### config.mk
export PLATFORM = sky130hd
export DESIGN_NAME = regfile_wb_arbiter
export DESIGN_NICKNAME = d
export VERILOG_FILES = /design/src/rtl/regfile_wb_arbiter.sv
export SDC_FILE = /design/constraint.sdc
export NUM_CORES = 1
export LEC_CHECK = 0
export CORE_ASPECT_RATIO = 0.5
export CORE_MARGIN = 2
export CORE_UTILIZATION = 49
export CTS_BUF_LIST = sky130_fd_sc_hd__clkbuf_8
export CTS_CLUSTER_DIAMETER = 150
export CTS_CLUSTER_SIZE = 12
export DETAILED_ROUTE_END_ITERATION = 8
export PLACE_DENSITY = 0.89
export SKIP_CTS_REPAIR_TIMING = 1
export SYNTH_ARGS = -nofsm -noshare
export SYNTH_HDL_FRONTEND = slang
export SYNTH_SLANG_ARGS = --single-unit
### constraint.sdc
create_clock -name clk -period 9.2 [get_ports clk]
set_input_delay 2.3 -clock clk [delete_from_list [all_inputs] [get_ports clk]]
set_output_delay 2.3 -clock clk [all_outputs]
set_load 0.05 [all_outputs]
### src/rtl/regfile_wb_arbiter.sv
// regfile_wb_arbiter
//   Arbitrates the single register-file write port between the execution
//   pipeline writeback and asynchronous quantum measurement results.
//   Measurements are buffered in a small FIFO. The FIFO head wins the port
//   when the pipe is idle, the FIFO is full, the head has waited
//   STARVE_LIMIT cycles, or the head targets the same rd as the pipe. The
//   same-rd rule keeps the two writes in program order.
//   All write-port outputs are registered, so the write appears one cycle
//   after the grant.
// Ports:
//   clk, rst_n                 clock, async active-low reset
//   i_pipe_valid/src/rd        pipeline writeback request
//   i_from_*                   pipeline data candidates (64b)
//   o_pipe_stall               pipe must hold its writeback inputs
//   i_meas_valid/rd/data       measurement offer
//   o_meas_ready               measurement accept (FIFO not full)
//   o_wb_en/addr/sel/data      registered regfile write port
module regfile_wb_arbiter #(
    parameter int MEAS_DEPTH   = 2,
    parameter int STARVE_LIMIT = 8
) (
    input  logic        clk,
    input  logic        rst_n,
    input  logic        i_pipe_valid,
    input  logic [2:0]  i_pipe_src,
    input  logic [4:0]  i_pipe_rd,
    input  logic [63:0] i_from_data_mem,
    input  logic [63:0] i_from_alu,
    input  logic [63:0] i_from_comp_flg,
    input  logic [63:0] i_from_imm,
    output logic        o_pipe_stall,
    input  logic        i_meas_valid,
    input  logic [4:0]  i_meas_rd,
    input  logic [63:0] i_meas_data,
    output logic        o_meas_ready,
    output logic        o_wb_en,
    output logic [4:0]  o_wb_addr,
    output logic [2:0]  o_wb_sel,
    output logic [63:0] o_wb_data
);
    localparam logic [2:0] REGSRC_MEM  = 3'd0;
    localparam logic [2:0] REGSRC_ALU  = 3'd1;
    localparam logic [2:0] REGSRC_COMP = 3'd2;
    localparam logic [2:0] REGSRC_IMM  = 3'd3;
    localparam logic [2:0] REGSRC_MEA  = 3'd4;

    localparam int PW = (MEAS_DEPTH > 1) ? $clog2(MEAS_DEPTH) : 1;
    localparam int CW = $clog2(MEAS_DEPTH + 1);
    localparam int SW = $clog2(STARVE_LIMIT + 1);

    logic [4:0]    r_fifo_rd   [MEAS_DEPTH];
    logic [63:0]   r_fifo_data [MEAS_DEPTH];
    logic [PW-1:0] r_wptr, r_rptr;
    logic [CW-1:0] r_count;
    logic [SW-1:0] r_starve;

    logic        w_empty, w_full, w_push, w_meas_grant, w_pipe_grant;
    logic [4:0]  w_head_rd;
    logic [63:0] w_head_data;
    logic [63:0] w_pipe_data;
    logic [2:0]  w_pipe_sel;

    assign w_empty     = (r_count == '0);
    assign w_full      = (r_count == CW'(MEAS_DEPTH));
    assign w_head_rd   = r_fifo_rd[r_rptr];
    assign w_head_data = r_fifo_data[r_rptr];

    // Full blocks a push even when the head pops this same cycle.
    assign o_meas_ready = !w_full;
    assign w_push       = i_meas_valid && !w_full;

    assign w_meas_grant = !w_empty && (!i_pipe_valid || w_full ||
                          (r_starve == SW'(STARVE_LIMIT)) || (w_head_rd == i_pipe_rd));
    assign w_pipe_grant = i_pipe_valid && !w_meas_grant;
    assign o_pipe_stall = i_pipe_valid && w_meas_grant;

    // Unknown source codes (including MEA) fall back to the ALU result.
    always_comb begin
        w_pipe_data = i_from_alu;
        w_pipe_sel  = REGSRC_ALU;
        case (i_pipe_src)
            REGSRC_MEM:  begin w_pipe_data = i_from_data_mem; w_pipe_sel = REGSRC_MEM;  end
            REGSRC_COMP: begin w_pipe_data = i_from_comp_flg; w_pipe_sel = REGSRC_COMP; end
            REGSRC_IMM:  begin w_pipe_data = i_from_imm;      w_pipe_sel = REGSRC_IMM;  end
            default:     begin w_pipe_data = i_from_alu;      w_pipe_sel = REGSRC_ALU;  end
        endcase
    end

    // FIFO storage: no reset needed, validity is tracked by r_count.
    always_ff @(posedge clk) begin
        if (w_push) begin
            r_fifo_rd[r_wptr]   <= i_meas_rd;
            r_fifo_data[r_wptr] <= i_meas_data;
        end
    end

    always_ff @(posedge clk or negedge rst_n) begin
        if (!rst_n) begin
            r_wptr   <= '0;
            r_rptr   <= '0;
            r_count  <= '0;
            r_starve <= '0;
        end else begin
            if (w_push)
                r_wptr <= (r_wptr == PW'(MEAS_DEPTH - 1)) ? '0 : r_wptr + 1'b1;
            if (w_meas_grant)
                r_rptr <= (r_rptr == PW'(MEAS_DEPTH - 1)) ? '0 : r_rptr + 1'b1;
            case ({w_push, w_meas_grant})
                2'b10:   r_count <= r_count + 1'b1;
                2'b01:   r_count <= r_count - 1'b1;
                default: r_count <= r_count;
            endcase
            if (w_empty || w_meas_grant)
                r_starve <= '0;
            else if (r_starve != SW'(STARVE_LIMIT))
                r_starve <= r_starve + 1'b1;
        end
    end

    // Registered write port; address/select/data hold when nothing is granted.
    always_ff @(posedge clk or negedge rst_n) begin
        if (!rst_n) begin
            o_wb_en   <= 1'b0;
            o_wb_addr <= '0;
            o_wb_sel  <= '0;
            o_wb_data <= '0;
        end else begin
            o_wb_en <= w_meas_grant || w_pipe_grant;
            if (w_meas_grant) begin
                o_wb_addr <= w_head_rd;
                o_wb_sel  <= REGSRC_MEA;
                o_wb_data <= w_head_data;
            end else if (w_pipe_grant) begin
                o_wb_addr <= i_pipe_rd;
                o_wb_sel  <= w_pipe_sel;
                o_wb_data <= w_pipe_data;
            end
        end
    end
endmodule

## Word level (Yosys, flattened, before mapping)

Memories as Yosys holds them, arrays and structs flattened.
Cells that the tools add are included.
W data, S select, Z words.

- Word-level logic and storage cells: 56
- Memories kept: 2
- Memory bits (writable): 138
- Register bits after elaboration: 81
- Output and inout bits: 75

- Reduce and logical (&&, ||, !) cells: 18
- Equal/unequal tests: 8
- $add $sub $neg: 5
- Multiplexer cells: 15

Memories:

| memory | depth | bits a word | rd ports | clocked after memory_dff | write ports | line | RTL |
|---|---|---|---|---|---|---|---|
| r_fifo_data | 2 | 64 | 1 | 0 | 1 | 52 | `logic [63:0] r_fifo_data [MEAS_DEPTH];` |
| r_fifo_rd | 2 | 5 | 1 | 0 | 1 | 51 | `logic [4:0] r_fifo_rd [MEAS_DEPTH];` |

Operators with widths:

| cell | number |
|---|---|
| $pmux W64 S3 | 1 |
| $mux W64 | 2 |
| $mux W5 | 2 |
| $mux W4 | 2 |
| $eq A3 B2 Y1 const B | 2 |
| $mux W3 | 2 |
| $pmux W2 S3 | 1 |
| $reduce_bool A2 Y1 | 3 |
| $eq A5 B5 Y1 | 1 |
| $logic_or A1 B1 Y1 | 5 |
| $add A4 B1 Y4 const B | 1 |
| $eq A2 B2 Y1 const B | 2 |
| $eq A4 B4 Y1 const B | 1 |
| $logic_and A1 B1 Y1 | 4 |
| $logic_not A1 Y1 | 4 |
| $mux W1 | 4 |
| $ne A4 B4 Y1 const B | 1 |
| $pmux W2 S2 | 1 |
| $logic_not A3 Y1 | 1 |
| $add A1 B1 Y1 const B | 2 |
| $add A2 B1 Y2 const B | 1 |
| $eq A2 B1 Y1 const B | 1 |
| $logic_not A2 Y1 | 1 |
| $sub A2 B1 Y2 const B | 1 |

## Depth between registers and ports, before layout

- Depth in word-level cells: 9
- Mapped depth: 12

## Least setup slack after synthesis

Ideal clock, no wire load.

- Kind: input-to-output
- Start: input i_pipe_rd[0]
- End: output o_pipe_stall
- Stages: 6
- Slack: 3.361 ns
- Data required time: 6.900 ns
- Data arrival time: 3.539 ns
- Cell sequence: xnor2_1 nor3_4 a31oi_1 buf_4 inv_1 and2_1

- Word-level cells in the longest chain between the ends: 4

RTL lines:

| item | line | RTL |
|---|---|---|
| start: declaration | 26 | `input logic [4:0] i_pipe_rd,` |
| $eq A5 B5 Y1 | 73 | `(r_starve == SW'(STARVE_LIMIT)) \|\| (w_head_rd == i_pipe_rd));` |
| $logic_or A1 B1 Y1 | 73 |  |
| $logic_and A1 B1 Y1 | 72 | `assign w_meas_grant = !w_empty && (!i_pipe_valid \|\| w_full \|\|` |
| named net w_meas_grant | 57 | `logic w_empty, w_full, w_push, w_meas_grant, w_pipe_grant;` |
| $logic_and A1 B1 Y1 | 75 | `assign o_pipe_stall = i_pipe_valid && w_meas_grant;` |
| end: declaration | 31 | `output logic o_pipe_stall,` |

The timed path passes the listed nets, and every way through them passes these cells.

## Worst setup path in the final report

- Start: input i_pipe_rd[4]
- End: output o_pipe_stall

The elaborated chain is that of the path after synthesis.

==> results.json <==
{
  "io_pins": 412,
  "synth_nets": 1193,
  "layout_commonest_cell": "clkdlybuf4s50_1",
  "synth_async_sr_flop_share_pct": 37.0,
  "critical-path-slowest-cell": "clkdlybuf4s50_1",
  "ys_seq_area_share_pct": 58.4,
  "pwr-share-clk_pct": 13.0,
  "viasPerCell": 5.74,
  "route.vias.total": 8713,
  "startpoint_type": "primary input",
  "io_buffers": 411,
  "seqPwrFrac_pct": 35.6,
  "core.rowCount": 37,
  "die_h_um": 108,
  "seq_area_um2": 6170,
  "drt-initial-drc-count": 668,
  "grt_max_degree": 74,
  "clock_latency_ns": 0.51,
  "clockBufferDepth": 3,
  "grt-ovfl-total": 0,
  "synth_warnings": 0,
  "avgSynthCellArea_um2": 12.4,
  "p_sw_mw": 1.90,
  "synth_edf_count": 138,
  "nFillCells": 1454,
  "cp_max_fo": 4,
  "p_sw_share_pct": 43.4,
  "rsz0062_at_grt": "false",
  "synthTopCellsByArea": "edfxtp_1 39%, dfrtp_1 19%, mux2i_1 9.0%",
  "period_share_pct": 74.8,
  "multi_input_area_um2": 4060,
  "grt_usage_pct": 28.8,
  "cts_buffers": 22,
  "critPathRequiredTime_ns": 6.90,
  "fin_skew_ns": 0.0165,
  "setup_violations": 0,
  "drc": 0,
  "fin_nets": 1567,
  "gp_congestion": 0.947,
  "pwr_density_cell_nw_per_um2": 288,
  "p_comb_share_pct": 51.4,
  "cp_common_cell": "clkdlybuf4s50_1",
  "antenna_found_initial": 2,
  "first_global_vias": 9246,
  "cts.sinks": 219,
  "ys.flop_type": "edfxtp_1",
  "critical_path_arrival_ns": 4.58,
  "cts_tree": "built",
  "fin_util_pct": 72.9,
  "synth_top_area_share_pct": 39.2,
  "power.total_mw": 4.36,
  "max_slew_margin_pct": 24.6,
  "ir_drop_v": 0.000166,
  "drtPass1Iterations": 5,
  "fin_crit_ns": 6.88,
  "hold_viol": 0,
  "die_w_um": 212,
  "setup_tns_ns": 0,
  "start_util_pct": 50.7,
  "yosysUniqueCellTypes": 33,
  "synthesis.area_um2": 10600,
  "drt.antenna.violating_nets": 0,
  "internal-power_mw": 2.47,
  "p_leak_nw": 5.67,
  "synth-seq-cells": 219,
  "path_cells": "clkdlybuf4s50_1, xnor2_1, nor2_1, a31oi_4, inv_1, and2_1, clkdlybuf4s50_1",
  "finalWorstSetupSlack_ns": 2.32,
  "drv_cap": 0,
  "cp-end-kind": "primary output",
  "hold_class": "flip-flop to flip-flop",
  "hpwl_mm": 23.4,
  "routed_wl_mm": 33.4,
  "max_stage_delay_ns": 0.80,
  "fmax_mhz": 145,
  "drv_slew": 0,
  "htree_num_levels": 1,
  "place_ws_ns": 2.34,
  "final_cell_mix": "407 x clkdlybuf4s50_1, 138 x edfxtp_1, 115 x nand2_1",
  "path_clk_slew_ns": 0.08,
  "syn_inst": 853,
  "outcome": "completed",
  "grt_pass1_wl_mm": 50.3,
  "core_um2": 20800,
  "worstSetupPathType": "primary input to primary output",
  "root_buffer": "clkbuf_8",
  "layout-drive-gt1-share_pct": 10.8,
  "worst_pin_slew_ns": 1.13,
  "wl_per_cell_um": 22.0,
  "die_area_um2": 22800,
  "synth_top_cell_by_area": "edfxtp_1",
  "syn_to_final_growth_pct": 43.8
}
==> power by group through the flow <==
stage | Sequential (mW) | Clock [mW] | Combinational, mW
global route | 1.58 | 0.618 | 2.37
floorplan | 2.10 | 0 | 0.956
global placement | 1.55 | 0 | 2.20
detailed placement | 1.57 | 0 | 2.25
finish | 1.55 | 0.568 | 2.24
CTS | 1.55 | 0.577 | 2.25
==> worst paths after layout <==
check                                           from                         to  slack (ns)  cells after the start
setup / recovery                        i_pipe_rd[4]               o_pipe_stall        2.32                      7
hold / removal             o_wb_data[13]$_DFFE_PN0P_  o_wb_data[13]$_DFFE_PN0P_        0.50                      2
setup reg to reg              r_count[0]$_DFFE_PN0P_  o_wb_data[14]$_DFFE_PN0P_        5.34                      6
hold reg to reg            o_wb_data[13]$_DFFE_PN0P_  o_wb_data[13]$_DFFE_PN0P_        0.50                      2
max in group asynchronous                      rst_n  o_wb_data[60]$_DFFE_PN0P_        6.31                      2
min in group asynchronous                      rst_n         r_rptr$_DFFE_PN0N_        1.71                      1
==> sequential cells by signal, summed over array words and instances (netlist names) <==
| signal | flops |
|---|---|
| o_wb_data | 64 |
| r_starve | 4 |
| r_fifo_data | 128 |
| o_wb_addr | 5 |
| r_rptr | 1 |
| r_count | 2 |
| o_wb_sel | 3 |
| r_fifo_rd | 10 |
| o_wb_en | 1 |
| r_wptr | 1 |
==> cell families after synthesis <==
family / count (synthesis) / synth area share, %
flops: 219 / 58.4
compound gates: 203 / 15.5
simple gates: 196 / 7.45
xor+xnor: 12 / 0.995
buf+inv: 81 / 3.58
mux: 139 / 13.7
fa+ha+maj: 3 / 0.356
==> synthesized netlist by cell type, types with 14 or more instances <==
library cell,number
nand2_1,115
mux2i_1,95
a21oi_1,66
buf_2,14
edfxtp_1,138
o22ai_1,64
mux2_2,43
o221ai_2,40
clkbuf_1,44
o221ai_1,26
nor3_1,22
dfrtp_1,81
nor2_1,53
==> per-stage QoR <==
| step | instance area [um^2] | hold WS, ns | instances |
|---|---|---|---|
| 6_report | 15200 | 0.496 | 1517 |
| 5_1_grt | 15200 | 0.521 | 1517 |
| 4_1_cts | 15200 | 0.497 | 1515 |
| 3_5_place_dp | 14800 | 0.472 | 1476 |
| 3_3_place_gp | 14800 | 0.464 | 1476 |
| 2_1_floorplan | 10600 | 0.453 | 853 |
==> layout make-up <==
| type | instances | area share [%] |
|---|---|---|
| flip-flops and latches | 219 | 40.7 |
| well taps | 273 | 2.25 |
| repair buffers | 422 | 27.6 |
| clock buffers | 23 | 2.09 |
| multi-input cells | 553 | 26.7 |
| clock inverters | 16 | 0.445 |
| diodes | 2 | 0.0330 |
| inverters | 9 | 0.223 |
==> metal layers <==
layer  vias up  global-route usage [%]  share of wire (%)
met1      4290                    36.0                 40
met5         -                       0                  0
met3        77                    4.23                5.6
met4         0                    12.0                3.8
met2       361                    50.6                 51
li1       3985                       -                  -
==> worst max-delay path, delay by kind of cell <==
family / cells / cell delay (ns)
buffers and inverters: 3 / 1.42
and+or+nand+nor: 2 / 0.58
xor gates and xnor gates: 1 / 0.14
AOI/OAI and AO/OA: 1 / 0.14
(Power assumes the default switching activity.)
